--- src/rtl/xmss_wots_pkg.sv ---
// rtl/xmss_wots_pkg.sv - shared WOTS+ constants and sequencer state type
package xmss_wots_pkg;

  localparam int WOTS_W     = 16;
  localparam int WOTS_LOG_W = 4;
  localparam int LEN1       = 64;
  localparam int LEN2       = 3;
  localparam int LEN        = LEN1 + LEN2;

  typedef enum logic [1:0] {
    ST_IDLE = 2'd0,
    ST_MSG  = 2'd1,
    ST_CSUM = 2'd2,
    ST_FIN  = 2'd3
  } wots_state_e;

endpackage

--- src/rtl/wots_base_w_csum.sv ---
// rtl/wots_base_w_csum.sv - base-w digit stream of a digest followed by its WOTS+ checksum digits
// Optional XMSS_WOTS_CSUM_OUT_EN adds the csum_out port holding the final checksum.
module wots_base_w_csum #(
  parameter int KEY_LEN = 256,
  parameter int WOTS_W  = 16,
  parameter int LEN1    = 64,
  parameter int LEN2    = 3
) (
  input  logic               clk,
  input  logic               reset,
  input  logic               start,
  input  logic [KEY_LEN-1:0] msg_in,
  input  logic               digit_ready,
  output logic               digit_valid,
  output logic [3:0]         digit_out,
  output logic [6:0]         digit_idx,
  output logic               digit_last,
  output logic               busy,
  output logic               done
`ifdef XMSS_WOTS_CSUM_OUT_EN
  ,
  output logic [9:0]         csum_out
`endif
);
  import xmss_wots_pkg::*;

  localparam int DW = $clog2(WOTS_W);
  localparam logic [6:0] MSG_LAST   = 7'(LEN1 - 1);
  localparam logic [6:0] CSUM_FIRST = 7'(LEN1);
  localparam logic [6:0] CSUM_MID   = 7'(LEN1 + 1);
  localparam logic [6:0] CSUM_LAST  = 7'(LEN1 + LEN2 - 1);

  wots_state_e        state_q;
  wots_state_e        state_d;
  logic [KEY_LEN-1:0] msg_q;
  logic [9:0]         csum_q;
  logic [11:0]        csum12;
  logic [6:0]         idx_q;
  logic               xfer;
  logic               accept;

  assign csum12 = {2'b00, csum_q};
  assign xfer   = digit_valid && digit_ready;
  assign accept = (state_q == ST_IDLE) && start;

  always_ff @(posedge clk) begin
    if (!reset) state_q <= ST_IDLE;
    else        state_q <= state_d;
  end

  always_comb begin
    state_d     = state_q;
    digit_valid = 1'b0;
    digit_out   = 4'd0;
    digit_idx   = 7'd0;
    digit_last  = 1'b0;
    busy        = 1'b0;
    done        = 1'b0;
    unique case (state_q)
      ST_IDLE: begin
        if (start) state_d = ST_MSG;
      end
      ST_MSG: begin
        digit_valid = 1'b1;
        busy        = 1'b1;
        digit_idx   = idx_q;
        digit_out   = msg_q[KEY_LEN-1 -: DW];
        if (digit_ready && idx_q == MSG_LAST) state_d = ST_CSUM;
      end
      ST_CSUM: begin
        digit_valid = 1'b1;
        busy        = 1'b1;
        digit_idx   = idx_q;
        digit_last  = (idx_q == CSUM_LAST);
        if (idx_q == CSUM_FIRST)    digit_out = csum12[11:8];
        else if (idx_q == CSUM_MID) digit_out = csum12[7:4];
        else                        digit_out = csum12[3:0];
        if (digit_ready && digit_last) state_d = ST_FIN;
      end
      ST_FIN: begin
        busy    = 1'b1;
        done    = 1'b1;
        state_d = ST_IDLE;
      end
      default: state_d = ST_IDLE;
    endcase
  end

  // The digest is shifted left so the current digit is always the top nibble;
  // 15 - d equals ~d for a 4-bit digit.
  always_ff @(posedge clk) begin
    if (!reset) begin
      msg_q  <= '0;
      csum_q <= '0;
      idx_q  <= '0;
    end else if (accept) begin
      msg_q  <= msg_in;
      csum_q <= '0;
      idx_q  <= '0;
    end else if (xfer) begin
      idx_q <= idx_q + 7'd1;
      if (state_q == ST_MSG) begin
        msg_q  <= msg_q << DW;
        csum_q <= csum_q + {6'd0, ~msg_q[KEY_LEN-1 -: DW]};
      end
    end
  end

`ifdef XMSS_WOTS_CSUM_OUT_EN
  logic [9:0] csum_out_q;

  always_ff @(posedge clk) begin
    if (!reset)                                       csum_out_q <= '0;
    else if (accept)                                  csum_out_q <= '0;
    else if (state_q == ST_CSUM && xfer && digit_last) csum_out_q <= csum_q;
  end

  assign csum_out = csum_out_q;
`endif

endmodule

--- config.mk ---
export PLATFORM = sky130hd
export DESIGN_NAME = wots_base_w_csum
export DESIGN_NICKNAME = d
export VERILOG_FILES = /design/src/rtl/xmss_wots_pkg.sv /design/src/rtl/wots_base_w_csum.sv
export SDC_FILE = /design/constraint.sdc
export NUM_CORES = 1
export LEC_CHECK = 0
export CAP_MARGIN = 20
export CORE_ASPECT_RATIO = 0.7
export CORE_MARGIN = 10
export CORE_UTILIZATION = 46
export DETAILED_ROUTE_END_ITERATION = 8
export PLACE_DENSITY = 0.88
export SYNTH_ARGS = -nofsm -noshare
export SYNTH_HDL_FRONTEND = slang
export SYNTH_SLANG_ARGS = --single-unit
--- constraint.sdc ---
create_clock -name clk -period 1.97 [get_ports clk]
set_clock_uncertainty 0.2 [all_clocks]
set_input_delay 0.394 -clock clk [delete_from_list [all_inputs] [get_ports clk]]
set_output_delay 0.394 -clock clk [all_outputs]
set_load 0.05 [all_outputs]
# == After elaboration in Yosys (flattened, before gate mapping) ==
# Cells that the tools add are included.
# W data, S select, Z words.
# classes
add_sub_neg,2
n_eq_ne,10
mux,15
bitwise,2
reduce_logical,13
# op_table
operator,n
$mux W256,3
$eq A7 B7 Y1 const B,3
$add A10 B4 Y10,1
$mux W4,2
$pmux W2 S4,1
$pmux W4 S2,1
$add A7 B1 Y7 const B,1
$eq A7 B6 Y1 const B,1
$mux W7,1
$mux W2,3
$ne A2 B2 Y1 const B,3
$eq A2 B2 Y1 const B,2
$logic_and A1 B1 Y1,4
$mux W1,4
$not A4 Y4,1
$reduce_and A2 Y1,2
$reduce_bool A2 Y1,2
$reduce_or A2 Y1,2
$reduce_and A3 Y1,1
$reduce_or A3 Y1,1
$eq A2 B1 Y1 const B,1
$logic_not A2 Y1,1
$not A1 Y1,1
# totals
reg_bits,275
input_bits,260
output_inout_bits,15
wordCells,46

# == Logic depth before layout (Yosys ltp) ==
# depth
ltp_word,6
ltp_mapped,9
depth_no_buf,7

# == Worst setup path before layout ==
# Ideal clock, no wire load.
# synth_timing
kind,register -> output
start,reg state_q[1]
end,out digit_out[2]
t_arrival_ns,2.418
required_time_ns,1.376
path_slack_ns,-1.042
stages_incl_launch_ff,6
n_path_buf,1
path_cell_list,dfxtp_1 inv_1 ha_1 buf_4 nand3_1 o21ai_0
# synth_via
elab_chain_cells,2
word_cells_on_any_way,3
classes_between,eq/ne: 2; mux: 1
# synth_rtl
item,line_no,text
start: declaration,wots_base_w_csum.sv:33,wots_state_e state_q;
start signal: assignment,wots_base_w_csum.sv:48,else state_q <= state_d;
$eq A2 B2 Y1 or $eq A2 B1 Y1 (tied branches),wots_base_w_csum.sv:59,unique case (state_q)
$pmux W4 S2 (*),wots_base_w_csum.sv:59,
end: declaration,wots_base_w_csum.sv:15,"output logic [3:0] digit_out,"
# Every way passes the cells marked *; elsewhere a longest branch is shown, timed or not.

# == Final worst setup path ==
# layout_timing
start,reg idx_q[1]
end,out digit_out[0]
# layout_via
elab_chain_cells,4
word_cells_on_any_way,5
classes_between,eq/ne: 2; mux: 3
# layout_rtl
item,line_no,text
start: declaration,wots_base_w_csum.sv:38,logic [6:0] idx_q;
start signal: assignment,wots_base_w_csum.sv:101,idx_q <= idx_q + 7'd1;
$eq A7 B7 Y1,wots_base_w_csum.sv:76,else if (idx_q == CSUM_MID) digit_out = csum12[7:4];
$mux W4,wots_base_w_csum.sv:76,
$mux W4 (*),wots_base_w_csum.sv:75,if (idx_q == CSUM_FIRST) digit_out = csum12[11:8];
$pmux W4 S2 (*),wots_base_w_csum.sv:59,
# Marked as above.

==> impl_metrics.json <==
{
  "status": "finished, violations left",
  "violations": "setup timing",
  "cts_buffers": 27,
  "synth_most_common_cell": "nand2_1",
  "max_freq_ghz": 0.391,
  "initial_utilization_pct": 47.3,
  "drv_cap": 0,
  "postCtsHoldBufs": 0,
  "finalWorstSetupSlack_ps": -585,
  "hold_viol_final": 0,
  "rr_startpoint": "state_q[0]",
  "path_clk_slew_ps": 60,
  "cp-endpoint": "digit_out[0]",
  "worst_pin_slew_ps": 561,
  "total_power_uw": 26700,
  "yosys-top-cells-count": "nand2_1 (522), dfxtp_1 (275), nor2_1 (259), a311oi_1 (252), clkbuf_1 (87)",
  "clock_path_buffers": 3,
  "gp_congestion": 0.885,
  "drtPass1Iterations": 6,
  "vias": 14700,
  "grt.total_usage_pct": 27.4,
  "yosysTopAreaCellShare_pct": 44.8,
  "grt_max_degree": 41,
  "synth_nets": 1854,
  "grt_pass1_vias": 14000,
  "syn_avg_cell_area_um2": 7.77,
  "stdcell_count": 2324,
  "period_needed_ps": 2560,
  "place_hpwl_mm": 28.6,
  "grt.overflow.total": 0,
  "r2r_end": "msg_q[169]",
  "yosysSeqAreaShare_pct": 44.8,
  "setup_viol": 281,
  "yosysTopAreaCell": "dfxtp_1",
  "seq_area_um2": 5510,
  "pre_cts_slack_ps": -281,
  "htree_levels": 1,
  "die_w_um": 215,
  "yosys_warnings": 0,
  "required_ps": 1380,
  "vias_per_cell": 6.32,
  "rrSetupSlack_ps": -420,
  "path_max_fanout": 3,
  "grt_pass1_wl_mm": 76.1,
  "syn_inst": 1580,
  "nets": 2217,
  "clk-insertion-delay-late_ps": 540,
  "num_rows": 49,
  "place_inst": 2192,
  "clock-sinks": 275,
  "maxSlewViolCount": 0,
  "synth_ff_type": "dfxtp_1",
  "rsz0062_at_grt": "true",
  "drive_gt1_share_pct": 36.4,
  "final_util_pct": 83.4,
  "drcViolationCount": 0,
  "design.die.area_um2": 33700,
  "multi_input_area_um2": 8710,
  "synth_edf_count": 0,
  "async_flop_share_pct": 0,
  "cp.arrival_ps": 1960,
  "r2r_cells": 10,
  "ys_ff_latch": 275,
  "worst_setup_path_start_kind": "register",
  "portBuffers": 274,
  "p_leak_uw": 0.00944,
  "tns_ps": -62260,
  "cts_tree": "yes",
  "syn-cell-area_um2": 12300,
  "critical_path_class": "reg -> out",
  "drt-initial-drc-count": 1742,
  "area_growth_pct": 76.4,
  "die_h_um": 157,
  "ios": 275,
  "clockRootBuffer": "clkbuf_16",
  "core_area_um2": 26000,
  "crit_start": "idx_q[1]",
  "netlist_top_cells_area": "dfxtp_1 (45%), a311oi_1 (18%), nand2_1 (16%)",
  "end_kind": "output port",
  "wl_mm": 59.2,
  "hold_class": "in -> reg",
  "ant_nets": 0,
  "fin_crit_sh_pct": 130,
  "wire_per_inst_um": 25.5,
  "synth_cell_types": 40,
  "relSlewSlack_pct": 62.6,
  "powerDensity_nw_per_um2": 1230,
  "max-vdd-ir-drop_v": 0.000671,
  "antenna_found_initial": 4,
  "fill_cells": 1232
}
## flip-flops by register name (all words and copies together) (netlist names)
name,flops
msg_q,256
csum_q,10
idx_q,7
state_q,2
## cells in the final DEF (no fill, tap or decap), drive strengths merged, types with 4 or more instances in the layout
cell / count
clkinv: 4
clkbuf: 51
a311oi: 252
inv: 12
diode: 5
a21oi: 19
clkdlybuf4s50: 259
ha: 13
or3: 7
and2: 12
nor2: 259
bufinv: 5
nand2: 523
dfxtp: 275
o21ai: 11
buf: 205
nand3: 17
## metrics by stage
| step | area, um^2 | hold slack (ps) |
|---|---|---|
| 2_1_floorplan | 12400 | 248 |
| 3_3_place_gp | 16500 | 259 |
| 3_5_place_dp | 16500 | 264 |
| 4_1_cts | 19600 | 202 |
| 5_1_grt | 21700 | 226 |
| 6_report | 21700 | 207 |
## what timing repair did
action	CTS	global route
setup buffers	27	24
resized for setup	251	418
cloned	28	14
pin swaps	154	285
setup endpoints to repair	116	280
## power by group
part	switching (uW)	internal [uW]
combinational	6420	5560
clock	2340	3360
sequential	1740	7250
total	10500	16200
## cell type report
class                      instances  area share [%]
timing repair buffer             479            27.6
antenna                            5          0.0577
clock buffer                      39            3.56
clock inverter                     9           0.785
tap                              357            2.06
inverter                          12           0.266
multi-input combinational       1148            40.2
sequential                       275            25.4
## worst min path at each step
stage                     cells past startpoint         end  slack (ps)       start
final                                         3    msg_q[0]         210   msg_in[0]
after global routing                          3    msg_q[0]         230   msg_in[0]
after CTS                                     3    msg_q[0]         200   msg_in[0]
after detailed placement                      2    msg_q[1]         260    msg_q[1]
after global placement                        2  msg_q[176]         260  msg_q[172]
after floorplan                               2    msg_q[0]         250    msg_q[0]
## per-layer routing
metal  vias to the layer above  GRT usage [%]  part of all wire [%]
li1                       6266              -                     -
met1                      7132           33.1                    37
met2                      1032           46.8                    49
met3                       256           6.01                   8.9
met4                         4           10.8                   5.1
met5                         -              0                 0.039
## critical path, stage by stage (launching register included)
cell and delay, ps:
dfxtp_1 320, inv_1 110, ha_1 260, nand3_2 140, o211ai_1 320, o21ai_4 110, buf_6 160
## cells by family (layout without fill, tap and decap cells)
kind of cell	count (synthesis)	in the layout	share of synthesized area (%)
multiplexers	3	3	0.244
adder cells (fa/ha/maj)	14	14	1.49
other	0	5	0
buffers and inverters	157	539	6.66
AO/OA/AOI/OAI	298	298	20.3
XOR/XNOR	5	5	0.357
AND/OR/NAND/NOR	828	828	26.2
flip-flops	275	275	44.8
Power figures use the tool's default switching activity.
